--- src/rtl/keymill_pkg.sv ---
// Shared definitions for the keymill FIFO arbiter: FSM encoding, size limits
// and a small modular-wrap helper used by the round-robin picker.
package keymill_pkg;

  localparam int MAX_N_REQ   = 4;
  localparam int BURST_CNT_W = 4;
  localparam int WORD_W      = 32;

  localparam logic [0:0] ST_IDLE  = 1'b0;
  localparam logic [0:0] ST_GRANT = 1'b1;

  // Wraps v into [0, n) assuming v < 2n, which holds for owner + offset
  // where owner < n and offset <= n.
  function automatic int rr_wrap(input int v, input int n);
    return (v >= n) ? (v - n) : v;
  endfunction

endpackage

--- src/rtl/keymill_rr_pick.sv ---
// Rotating-priority selector: scans requesters starting just after the last
// owner and returns the first one found as a one-hot grant plus its index.
// With no request the index stays at the last owner and the grant is zero.
module rr_pick
  import keymill_pkg::*;
#(
  parameter int N_REQ = 4
) (
  input  logic [N_REQ-1:0] i_req,
  input  logic [1:0]       i_last,
  output logic [N_REQ-1:0] o_grant,
  output logic [1:0]       o_idx
);

  logic w_found;
  int   w_cand;

  // Walk owner+1, owner+2, ... owner+N_REQ (mod N_REQ); the last candidate
  // is the previous owner itself, so a lone requester can win again.
  always_comb begin
    o_grant = '0;
    o_idx   = i_last;
    w_found = 1'b0;
    w_cand  = 0;
    for (int k = 1; k <= N_REQ; k++) begin
      w_cand = rr_wrap(int'(i_last) + k, N_REQ);
      if (!w_found && i_req[w_cand]) begin
        w_found         = 1'b1;
        o_grant[w_cand] = 1'b1;
        o_idx           = w_cand[1:0];
      end
    end
  end

endmodule

--- src/rtl/keymill_fifo_arb.sv ---
// Round-robin arbiter feeding a single 32-bit word FIFO from up to four
// producers. A grant lasts until the owner drops its request or MAX_BURST
// words have been accepted; one IDLE cycle always separates grants.
module keymill_fifo_arb
  import keymill_pkg::*;
#(
  parameter int N_REQ     = 4,
  parameter int MAX_BURST = 4
) (
  input  logic                    clk,
  input  logic                    rst,
  input  logic [N_REQ-1:0]        req,
  input  logic [WORD_W*N_REQ-1:0] data,
  output logic [N_REQ-1:0]        ack,
  input  logic                    fifo_full,
  output logic                    fifo_wr_en,
  output logic [WORD_W-1:0]       fifo_din,
  output logic                    busy,
  output logic [1:0]              owner
);

  localparam logic [BURST_CNT_W-1:0] LAST_CNT  = BURST_CNT_W'(MAX_BURST - 1);
  localparam logic [1:0]             RST_OWNER = 2'(N_REQ - 1);

  logic [0:0]             r_state;
  logic [1:0]             r_owner;
  logic [BURST_CNT_W-1:0] r_burst_cnt;

  logic [MAX_N_REQ-1:0] w_req_ext;
  logic [WORD_W-1:0]    w_words [MAX_N_REQ];
  logic [MAX_N_REQ-1:0] w_ack_ext;
  logic [N_REQ-1:0]     w_pick_grant;
  logic [1:0]           w_pick_idx;
  logic                 w_any_req;
  logic                 w_owner_req;
  logic                 w_in_grant;
  logic                 w_wr_en;
  logic                 w_last_word;

  // Widen the producer bus to the package maximum so owner can index it
  // directly regardless of N_REQ; unused slots read as idle/zero.
  for (genvar gi = 0; gi < MAX_N_REQ; gi++) begin : g_ext
    if (gi < N_REQ) begin : g_used
      assign w_req_ext[gi] = req[gi];
      assign w_words[gi]   = data[WORD_W*gi +: WORD_W];
    end else begin : g_pad
      assign w_req_ext[gi] = 1'b0;
      assign w_words[gi]   = '0;
    end
  end

  rr_pick #(
    .N_REQ (N_REQ)
  ) u_rr_pick (
    .i_req   (req),
    .i_last  (r_owner),
    .o_grant (w_pick_grant),
    .o_idx   (w_pick_idx)
  );

  assign w_any_req   = |w_pick_grant;
  assign w_owner_req = w_req_ext[r_owner];
  // Outputs are forced quiet during reset even if the state register still
  // holds GRANT from before reset was sampled.
  assign w_in_grant  = (r_state == ST_GRANT) && !rst;
  assign w_wr_en     = w_in_grant && w_owner_req && !fifo_full;
  assign w_last_word = (r_burst_cnt == LAST_CNT);

  // Acknowledge only the owner, and only for a word actually written.
  always_comb begin
    w_ack_ext          = '0;
    w_ack_ext[r_owner] = w_wr_en;
  end

  assign ack        = w_ack_ext[N_REQ-1:0];
  assign fifo_wr_en = w_wr_en;
  assign fifo_din   = w_words[r_owner];
  assign busy       = w_in_grant;
  assign owner      = r_owner;

  // FSM: IDLE arbitrates for one cycle, GRANT streams the owner's words.
  always_ff @(posedge clk) begin
    if (rst) begin
      r_state <= ST_IDLE;
    end else begin
      case (r_state)
        ST_IDLE: begin
          if (w_any_req) r_state <= ST_GRANT;
        end
        ST_GRANT: begin
          if (!w_owner_req) begin
            r_state <= ST_IDLE;
          end else if (w_wr_en && w_last_word) begin
            r_state <= ST_IDLE;
          end
        end
        default: r_state <= ST_IDLE;
      endcase
    end
  end

  // Owner is loaded only when a grant starts, so it also records the last
  // winner and seeds the next round-robin search.
  always_ff @(posedge clk) begin
    if (rst) begin
      r_owner <= RST_OWNER;
    end else if ((r_state == ST_IDLE) && w_any_req) begin
      r_owner <= w_pick_idx;
    end
  end

  // Burst counter clears at grant start and counts accepted words only, so
  // it freezes while the FIFO is full.
  always_ff @(posedge clk) begin
    if (rst) begin
      r_burst_cnt <= '0;
    end else if (r_state == ST_IDLE) begin
      if (w_any_req) r_burst_cnt <= '0;
    end else if (w_wr_en) begin
      r_burst_cnt <= r_burst_cnt + 1'b1;
    end
  end

endmodule

--- config.mk ---
export PLATFORM = sky130hd
export DESIGN_NAME = keymill_fifo_arb
export DESIGN_NICKNAME = d
export VERILOG_FILES = /design/src/rtl/keymill_pkg.sv /design/src/rtl/keymill_rr_pick.sv /design/src/rtl/keymill_fifo_arb.sv
export SDC_FILE = /design/constraint.sdc
export NUM_CORES = 1
export LEC_CHECK = 0
export BUFFER_PORTS_ARGS = -buffer_cell sky130_fd_sc_hd__buf_2
export CAP_MARGIN = 20
export CORE_ASPECT_RATIO = 1.5
export CORE_MARGIN = 3
export CORE_UTILIZATION = 37
export CTS_CLUSTER_SIZE = 24
export DETAILED_ROUTE_END_ITERATION = 16
export PLACE_DENSITY = 0.86
export SETUP_SLACK_MARGIN = 0.15
export SKIP_CTS_REPAIR_TIMING = 1
export SYNTH_ARGS = -nofsm -noshare
export SYNTH_HDL_FRONTEND = slang
export SYNTH_SLANG_ARGS = --single-unit
--- constraint.sdc ---
create_clock -name clk -period 5.4 [get_ports clk]
set_input_delay 1.08 -clock clk [delete_from_list [all_inputs] [get_ports clk]]
set_output_delay 1.08 -clock clk [all_outputs]
set_load 0.02 [all_outputs]
# == Word level (Yosys, flattened, before mapping) ==
# Cells that the tools add are included.
# op_classes
mux,49
n_eq_ne,2
bitwise_logic,6
n_addsub,9
reduce_logical,23
magnitude_cmp,15
# op_table
operator,n
2-to-1 mux 32 bit,6
greater-or-equal comparator 32 x 1 -> 1 bit (second input constant),4
greater-or-equal comparator 32 x 4 -> 1 bit (second input constant),4
less-than comparator 32 x 4 -> 1 bit (second input constant),4
subtractor 32 x 4 -> 32 bit (second input constant),4
binary-select mux 32 bit (select 2 bit),1
2-to-1 mux 4 bit,7
2-to-1 mux 1 bit,20
logical AND 1 bit,13
bitwise OR 4 bit,3
binary-select mux 1 bit (select 2 bit),5
demux 1 bit (select 2 bit),5
2-to-1 mux 2 bit,4
adder 2 x 2 -> 3 bit (second input constant),2
logical NOT 1 bit,5
adder 2 x 3 -> 4 bit (second input constant),1
adder 4 x 1 -> 4 bit (second input constant),1
bitwise AND 4 bit,1
equality test 4 x 2 -> 1 bit (second input constant),1
AND reduction 2 bit,2
nonzero test 4 bit,1
OR reduction 4 bit,1
adder 2 x 1 -> 3 bit (second input constant),1
greater-or-equal comparator 3 bit (second input constant),1
7 further kinds,7
# totals
in_bits,135
output_inout_bits,40
wordCells,107
register_bits,7

# == Logic depth before layout (Yosys ltp) ==
# Gate-level depths: netlist (run 1).
# logic_depth
word_depth,19
depth_mapped,10
ltp_nobuf,7

# == By module ==
# From an unflattened synthesis (run 1), not the netlist that was laid out.
# hier_totals
hier_cells,150
area_unflattened_um2,1691.6
# modules_own_cells
module,area_per_inst_um2,instances,seq_area_each_um2,cells_per_inst
keymill_fifo_arb,1174.9,1,140.1,85
rr_pick,516.7,1,0.0,65

# == Worst setup path before layout (run 1) ==
# Ideal clock, no wire load.
# synth_timing
path_kind,input -> output
startpoint,in rst
endpoint,out ack[0]
path_buffers,2
setup_slack_ns,1.996
cell_stages,5
t_required_ns,4.320
arrival_time_ns,2.324
path_cell_list,clkbuf_1 > nor2b_1 > and3b_1 > buf_2 > and2_1
# synth_via
elab_chain_len,5
# synth_lines
element,line_no,text
start: declaration,keymill_fifo_arb.sv:11,"input logic rst,"
logical NOT 1 bit,keymill_fifo_arb.sv:65,assign w_in_grant = (r_state == ST_GRANT) && !rst;
logical AND 1 bit,keymill_fifo_arb.sv:65,
named net busy,keymill_fifo_arb.sv:18,"output logic busy,"
logical AND 1 bit (2 in series),keymill_fifo_arb.sv:66,assign w_wr_en = w_in_grant && w_owner_req && !fifo_full;
named net fifo_wr_en,keymill_fifo_arb.sv:16,"output logic fifo_wr_en,"
bitwise AND 4 bit (no source line),--,
end: declaration,keymill_fifo_arb.sv:14,"output logic [N_REQ-1:0] ack,"
# The timed path passes the listed nets, and every way through them passes these cells.

# == Worst setup path after layout (run 1) ==
# layout_timing
startpoint,in req[3]
endpoint,out ack[0]
# layout_via
elab_chain_len,5
# layout_lines
element,line_no,text
start: declaration,keymill_fifo_arb.sv:12,"input logic [N_REQ-1:0] req,"
binary-select mux 1 bit (select 2 bit),keymill_fifo_arb.sv:62,assign w_owner_req = w_req_ext[r_owner];
2-to-1 mux 1 bit (not written as such),keymill_fifo_arb.sv:62,
logical AND 1 bit (2 in series),keymill_fifo_arb.sv:66,
bitwise AND 4 bit (no source line),--,
# No other way between the ends. The select of a mux whose other input is x is not followed.

==> flow_metrics.tcl, run 1 <==
set metrics [dict create \
    status "finished, final reports clean" \
    powerDensity_nw_per_um2 361.3 \
    worstPathMaxFanout 10 \
    die_area_um2 4829 \
    fp.dieH_um 83.63 \
    wl_um 6415 \
    async_reset_ff_share_pct 0 \
    clock_latency_ns 0.23 \
    drv_slew 0 \
    fin_skew_ns 0.001750 \
    fin_nets 424 \
    drtIter0Drc 43 \
    required_ns 4.32 \
    antennaDiodeCount 0 \
    yosys_warnings 0 \
    cts_sinks 7 \
    vias 1797 \
    hold_start "r_burst_cnt[1]$_SDFFE_PP0P_" \
    fin_crit_ns 3.508 \
    min_to "r_burst_cnt[1]$_SDFFE_PP0P_" \
    syn_area_um2 1486 \
    avgRoutedWirePerCell_um 19.92 \
    cts_tree "built" \
    synth_fp_nets 255 \
    r2r-start "owner[1]$_SDFFE_PP1P_" \
    final_util_pct 63.43 \
    grt_overflow 0 \
    fmax_ghz 0.2851 \
    ant_nets 0 \
    hold_depth 2 \
    rr_worst_depth 6 \
    start_util_pct 39.29 \
    dr.pass1.iters 4 \
    hold_violations 0 \
    grt_usage_pct 26.62 \
    ys_seq_area_share_pct 9.428 \
    n_fill_cell 350 \
    yosys.area.top_type "mux4_2" \
    layout_common_cells "buf_2, mux4_2, ha_1, nor3_1, dfxtp_1" \
    timing.setup.tns_ns 0 \
    route.detailed.drc 0 \
    synth_edf_count 0 \
    cts.clk_slew.worst_paths_ns 0.04 \
    end_kind "primary output" \
    gp_congestion 0.8700 \
    yosysTopAreaCellShare_pct 54.55 \
    period_share_pct 64.96 \
    timing.rr.end "owner[1]$_SDFFE_PP1P_" \
    synthDistinctLibCells 34 \
    grt_pass1_wl_um 10040 \
    via_per_inst 5.581 \
    antenna_found_initial 0 \
    drive_above_1_share_pct 80.29 \
    p_leak_uw 0.001257 \
    die_w_um 57.75 \
    portBuffers 174 \
    clockRootBuffer "clkbuf_8" \
    grt_max_degree 44 \
    start_kind "input port" \
    cts_made_buffers 3 \
    cts_buffer_depth 2 \
    ios 175 \
    synth_area_per_cell_um2 13.39 \
    htreeDepth 1 \
    ir_worst_vdd_v 0.0003078 \
    r2r_slack_ns 2.14 \
    worst-slew-pin-transition_ns 0.9877 \
    ys.flop_type "dfxtp_1" \
    slew_headroom_pct 34.16 \
    hold_class "register to register" \
    syn_inst 111 \
    synthToLayoutAreaGrowth_pct 61.45 \
    synth.area.top_cells "mux4_2, dfxtp_1, ha_1" \
    crit_type "input port to primary output" \
    rsz0062_at_grt "false" \
    rows 27 \
    grt_pass1_vias 1977 \
    dpl.hpwl_um 5526 \
    setup_viol 0 \
    synth-seq-cells 7 \
    arrival_ns 2.43 \
    layout_commonest_cell "buf_2" \
    drv_cap 0 \
    core_area_um2 3784 \
]
metal layers:
metal	routed length [µm]	up-vias	GRT usage (%)
met2	3741	93	52.47
met3	574	7	5.418
li1	-	807	-
met5	0	-	0
met4	75	0	5.696
met1	2024	890	27.34
worst max path at each step:
stage                     cells after the start             startpoint  endpoint  slack (ns)
after floorplan                               5                    rst    ack[0]        2.00
after global placement                        5                 req[3]    ack[3]        1.92
after detailed placement                      5                 req[3]    ack[0]        1.90
after CTS                                     5                 req[3]    ack[0]        1.89
after global routing                          4  owner[1]$_SDFFE_PP1P_    ack[0]        1.77
final                                         5                 req[3]    ack[0]        1.89
report_power, final:
part / switching (µW) / total (µW) / internal, µW
clock network: 21.9 / 72.9 / 51.0
logic: 333 / 666 / 333
registers: 66.1 / 128 / 62.1
total: 421 / 867 / 446
Yosys cell counts, types with 2 or more instances:
cell type  count
mux2i_1        3
a221oi_2       2
xor2_1         2
buf_2          5
nor3_1         5
nor2_1         4
nand2_1        2
inv_1          4
dfxtp_1        7
nand2b_1       2
a21oi_1        2
ha_1           9
mux4_2        36
and3b_1        2
and2_1         4
o21ai_0        2
clkbuf_1       3
cells by family (layout without fill, tap and decap cells):
family	after synthesis	count (layout)	synth area share [%]
XOR/XNOR	3	3	1.768
AND/OR/NAND/NOR	23	23	8.923
flip-flops	7	7	9.427
multiplexers	40	40	57.32
AO/OA/AOI/OAI	14	14	9.513
buffers and inverters	15	183	5.470
adder cells (fa/ha/maj)	9	9	7.576
critical path, cell delays in order:
cell and delay [ns]:
buf_2 0.13, mux4_2 0.52, and3b_1 0.33, and2_1 0.22, buf_2 0.15
final cells by class:
class | count | area (µm²) | share of cell area [%]
inverters | 4 | 15.01 | 0.6257
multi-input cells | 89 | 1265 | 52.71
repair buffers | 175 | 878.3 | 36.60
clock buffers | 4 | 45.04 | 1.877
well taps | 43 | 53.80 | 2.242
flip-flops and latches | 7 | 142.6 | 5.944
flip-flops by register name (all words and copies together), names as in the netlist:
register and flops:
owner 2, r_burst_cnt 4, r_state 1
through the flow:
stage                     instances  setup WS [ns]  power [µW]  instance area [µm²]  hold slack (ns)
after floorplan                 111          1.996       608.5                 1486           0.4747
after global placement          318          1.920       782.1                 2355           0.4876
after detailed placement        318          1.902       795.5                 2355           0.4993
after CTS                       322          1.886       872.4                 2400           0.5051
after global routing            322          1.768       931.4                 2400           0.5298
final                           322          1.892       867.0                 2400           0.5032
Note: power is estimated with default switching activity, not from simulation.
==> inputs of run 2 (changes only) <==
--- a/config.mk
+++ b/config.mk
@@ -5,14 +5,15 @@
 export SDC_FILE = /design/constraint.sdc
 export NUM_CORES = 1
 export LEC_CHECK = 0
+export ABC_AREA = 1
 export BUFFER_PORTS_ARGS = -buffer_cell sky130_fd_sc_hd__buf_2
 export CAP_MARGIN = 20
 export CORE_ASPECT_RATIO = 1.5
 export CORE_MARGIN = 3
-export CORE_UTILIZATION = 37
+export CORE_UTILIZATION = 32
 export CTS_CLUSTER_SIZE = 24
 export DETAILED_ROUTE_END_ITERATION = 16
-export PLACE_DENSITY = 0.86
+export PLACE_DENSITY = 0.76
 export SETUP_SLACK_MARGIN = 0.15
 export SKIP_CTS_REPAIR_TIMING = 1
 export SYNTH_ARGS = -nofsm -noshare
==> constraint.sdc (replaced) <==
create_clock -name clk -period 3.1 [get_ports clk]
set_input_delay 0.62 -clock clk [delete_from_list [all_inputs] [get_ports clk]]
set_output_delay 0.62 -clock clk [all_outputs]
set_load 0.02 [all_outputs]
==> run 2 against run 1 <==
Register-to-register slack worse by 1.4 ns. Synthesized area up 9.9%. Combinational power rose to 2.8 times the previous value. Count of clock-buffer cells in the layout unchanged. Hold slack worse by 0.025 ns. First-iteration DRC count rose to 3.1 times the previous value.
==> flow_metrics.tcl, run 2 <==
set metrics [dict create \
    start_kind "register" \
    grt_overflow 0 \
    max_stage_delay_ns 0.52 \
    slowest_stage "buf_4" \
    yosys_warnings 0 \
    instances_no_fill 518 \
    clockRootBuffer "clkbuf_8" \
    synth.area.top_cells "o21ai_0, nor2_1, o22ai_1" \
    hold_class "register to register" \
    place_inst 514 \
    drive_above_1_share_pct 46.46 \
    layout_common_cells "buf_2, nor2_1, o21ai_0, o22ai_1, nand2_1" \
    synthToLayoutAreaGrowth_pct 57.73 \
    fin_crit_ns 2.561 \
    synth_edf_count 0 \
    synth-seq-cells 7 \
    vias 2668 \
    grt_pass1_wl_um 10690 \
    core_area_um2 4887 \
    fp.dieH_um 93.52 \
    drv_slew 0 \
    worstPathCellList "buf_4, o21ai_0, o22ai_1, buf_2" \
    hold_violations 0 \
    gp_congestion 0.8755 \
    slew_headroom_pct 63.84 \
    place_ws_ns 0.7082 \
    fmax_ghz 0.3905 \
    dpl.hpwl_um 5768 \
    ant_nets 0 \
    setup_viol 0 \
    via_per_inst 5.151 \
    largest_reg_flops 4 \
    drtIter0Drc 134 \
    grt_usage_pct 21.86 \
    die_w_um 64.35 \
    ys_seq_area_share_pct 8.576 \
    yosys.area.top_type "o21ai_0" \
    wl_um 7046 \
    required_ns 2.48 \
    ys.flop_type "dfxtp_1" \
    cts.clk_slew.worst_paths_ns 0.04 \
    antenna_found_initial 0 \
    syn_inst 291 \
    cts_sinks 7 \
    grt_pass1_vias 2394 \
    rsz0062_at_grt "false" \
    timing.setup.tns_ns 0 \
    antennaDiodeCount 0 \
    async_reset_ff_share_pct 0 \
    cts_made_buffers 3 \
    avgRoutedWirePerCell_um 13.60 \
    cts_buffer_depth 2 \
    status "finished, final reports clean" \
    p_leak_uw 0.001315 \
    synth_fp_nets 435 \
    worst-slew-pin-transition_ns 0.5424 \
    powerDensity_nw_per_um2 826.6 \
    power.total_uw 2131 \
    fin_nets 597 \
    crit_type "register to primary output" \
    htreeDepth 1 \
    fin_ws_ns 0.5394 \
    yosysMostFrequentCell "nor2_1" \
    yosysTopAreaCellShare_pct 20.52 \
    die_area_um2 6018 \
    dr.pass1.iters 4 \
    synth_area_per_cell_um2 5.615 \
    period_share_pct 82.60 \
    rows 31 \
    clock_latency_ns 0.23 \
    layout_commonest_cell "buf_2" \
    synth_common_cells "nor2_1, o21ai_0, o22ai_1, clkbuf_1, nand2_1" \
    arrival_ns 1.94 \
    cts_tree "built" \
    end_kind "primary output" \
    ios 175 \
    route.detailed.drc 0 \
    largest-register "r_burst_cnt" \
    start_util_pct 33.44 \
    fin_skew_ns 0.006673 \
    grt_max_degree 63 \
    synthDistinctLibCells 29 \
    portBuffers 174 \
    drv_cap 0 \
    syn_area_um2 1634 \
    ir_worst_vdd_v 0.0003996 \
    worstPathMaxFanout 62 \
]
[run 2: cell types whose count changed after synthesis, sizes merged, moves of 17 or more]
| cell | change |
|---|---|
| nand3 | +19 |
| o21ai | +66 |
| clkbuf | +17 |
| nand2 | +23 |
| o22ai | +32 |
| mux4 | -36 |
| nor2 | +70 |
[run 2: cell families (layout without fill, tap and decap cells)]
| kind of cell | Yosys count | in the layout | share of synthesized area [%] |
|---|---|---|---|
| AND/OR/NAND/NOR | 125 | 125 | 36.06 |
| AO/OA/AOI/OAI | 110 | 110 | 37.67 |
| flip-flops | 7 | 7 | 8.576 |
| adder cells (fa/ha/maj) | 9 | 9 | 6.891 |
| buffers and inverters | 38 | 199 | 9.725 |
| XOR/XNOR | 2 | 2 | 1.072 |
[run 2: worst paths after layout]
check / startpoint / cells after the start / end / slack [ns]
setup / recovery: owner[0]$_SDFFE_PP1P_ / 4 / fifo_din[29] / 0.54
hold / removal: r_state$_SDFF_PP0_ / 2 / r_state$_SDFF_PP0_ / 0.48
setup reg to reg: owner[0]$_SDFFE_PP1P_ / 11 / r_burst_cnt[3]$_SDFFE_PP0P_ / 0.72
hold reg to reg: r_state$_SDFF_PP0_ / 2 / r_state$_SDFF_PP0_ / 0.48
[run 2: per-stage QoR]
| stage | hold slack, ns | instance area [µm²] | util (%) |
|---|---|---|---|
| after floorplan | 0.4542 | 1634 | - |
| after global placement | 0.4742 | 2532 | 51.82 |
| after detailed placement | 0.4775 | 2532 | 51.82 |
| after CTS | 0.4835 | 2577 | 52.74 |
| after global routing | 0.5007 | 2577 | 52.74 |
| final | 0.4786 | 2577 | 52.74 |
[run 2: power by group]
part	leakage (µW)	total (µW)	internal, µW	switching [µW]
combinational	0.00123	1850	631	1220
clock	0.0000228	130	89.1	41.3
sequential	0.0000570	149	109	39.3
[run 2: critical path: cells and delay by family (launching register included)]
kind	cells	cell delay (ns)
buffers and inverters	2	0.73
AO/OA/AOI/OAI	2	0.45
flip-flops	1	0.51
[run 2: per-layer routing]
metal / wire, µm / part of all wire, % / vias up / track usage (%)
met1: 2772 / 39 / 1177 / 28.67
met4: 190 / 2.7 / 0 / 7.584
met2: 3428 / 49 / 141 / 36.03
met5: 0 / 0 / - / 0
li1: - / - / 1332 / -
met3: 654 / 9.3 / 18 / 3.365
[run 2: layout make-up]
class	instances	area [µm²]
clock buffers	4	45.04
multi-input cells	246	1335
fillers	537	2310
repair buffers	179	908.4
inverters	16	65.06
flip-flops and latches	7	141.4
well taps	66	82.58
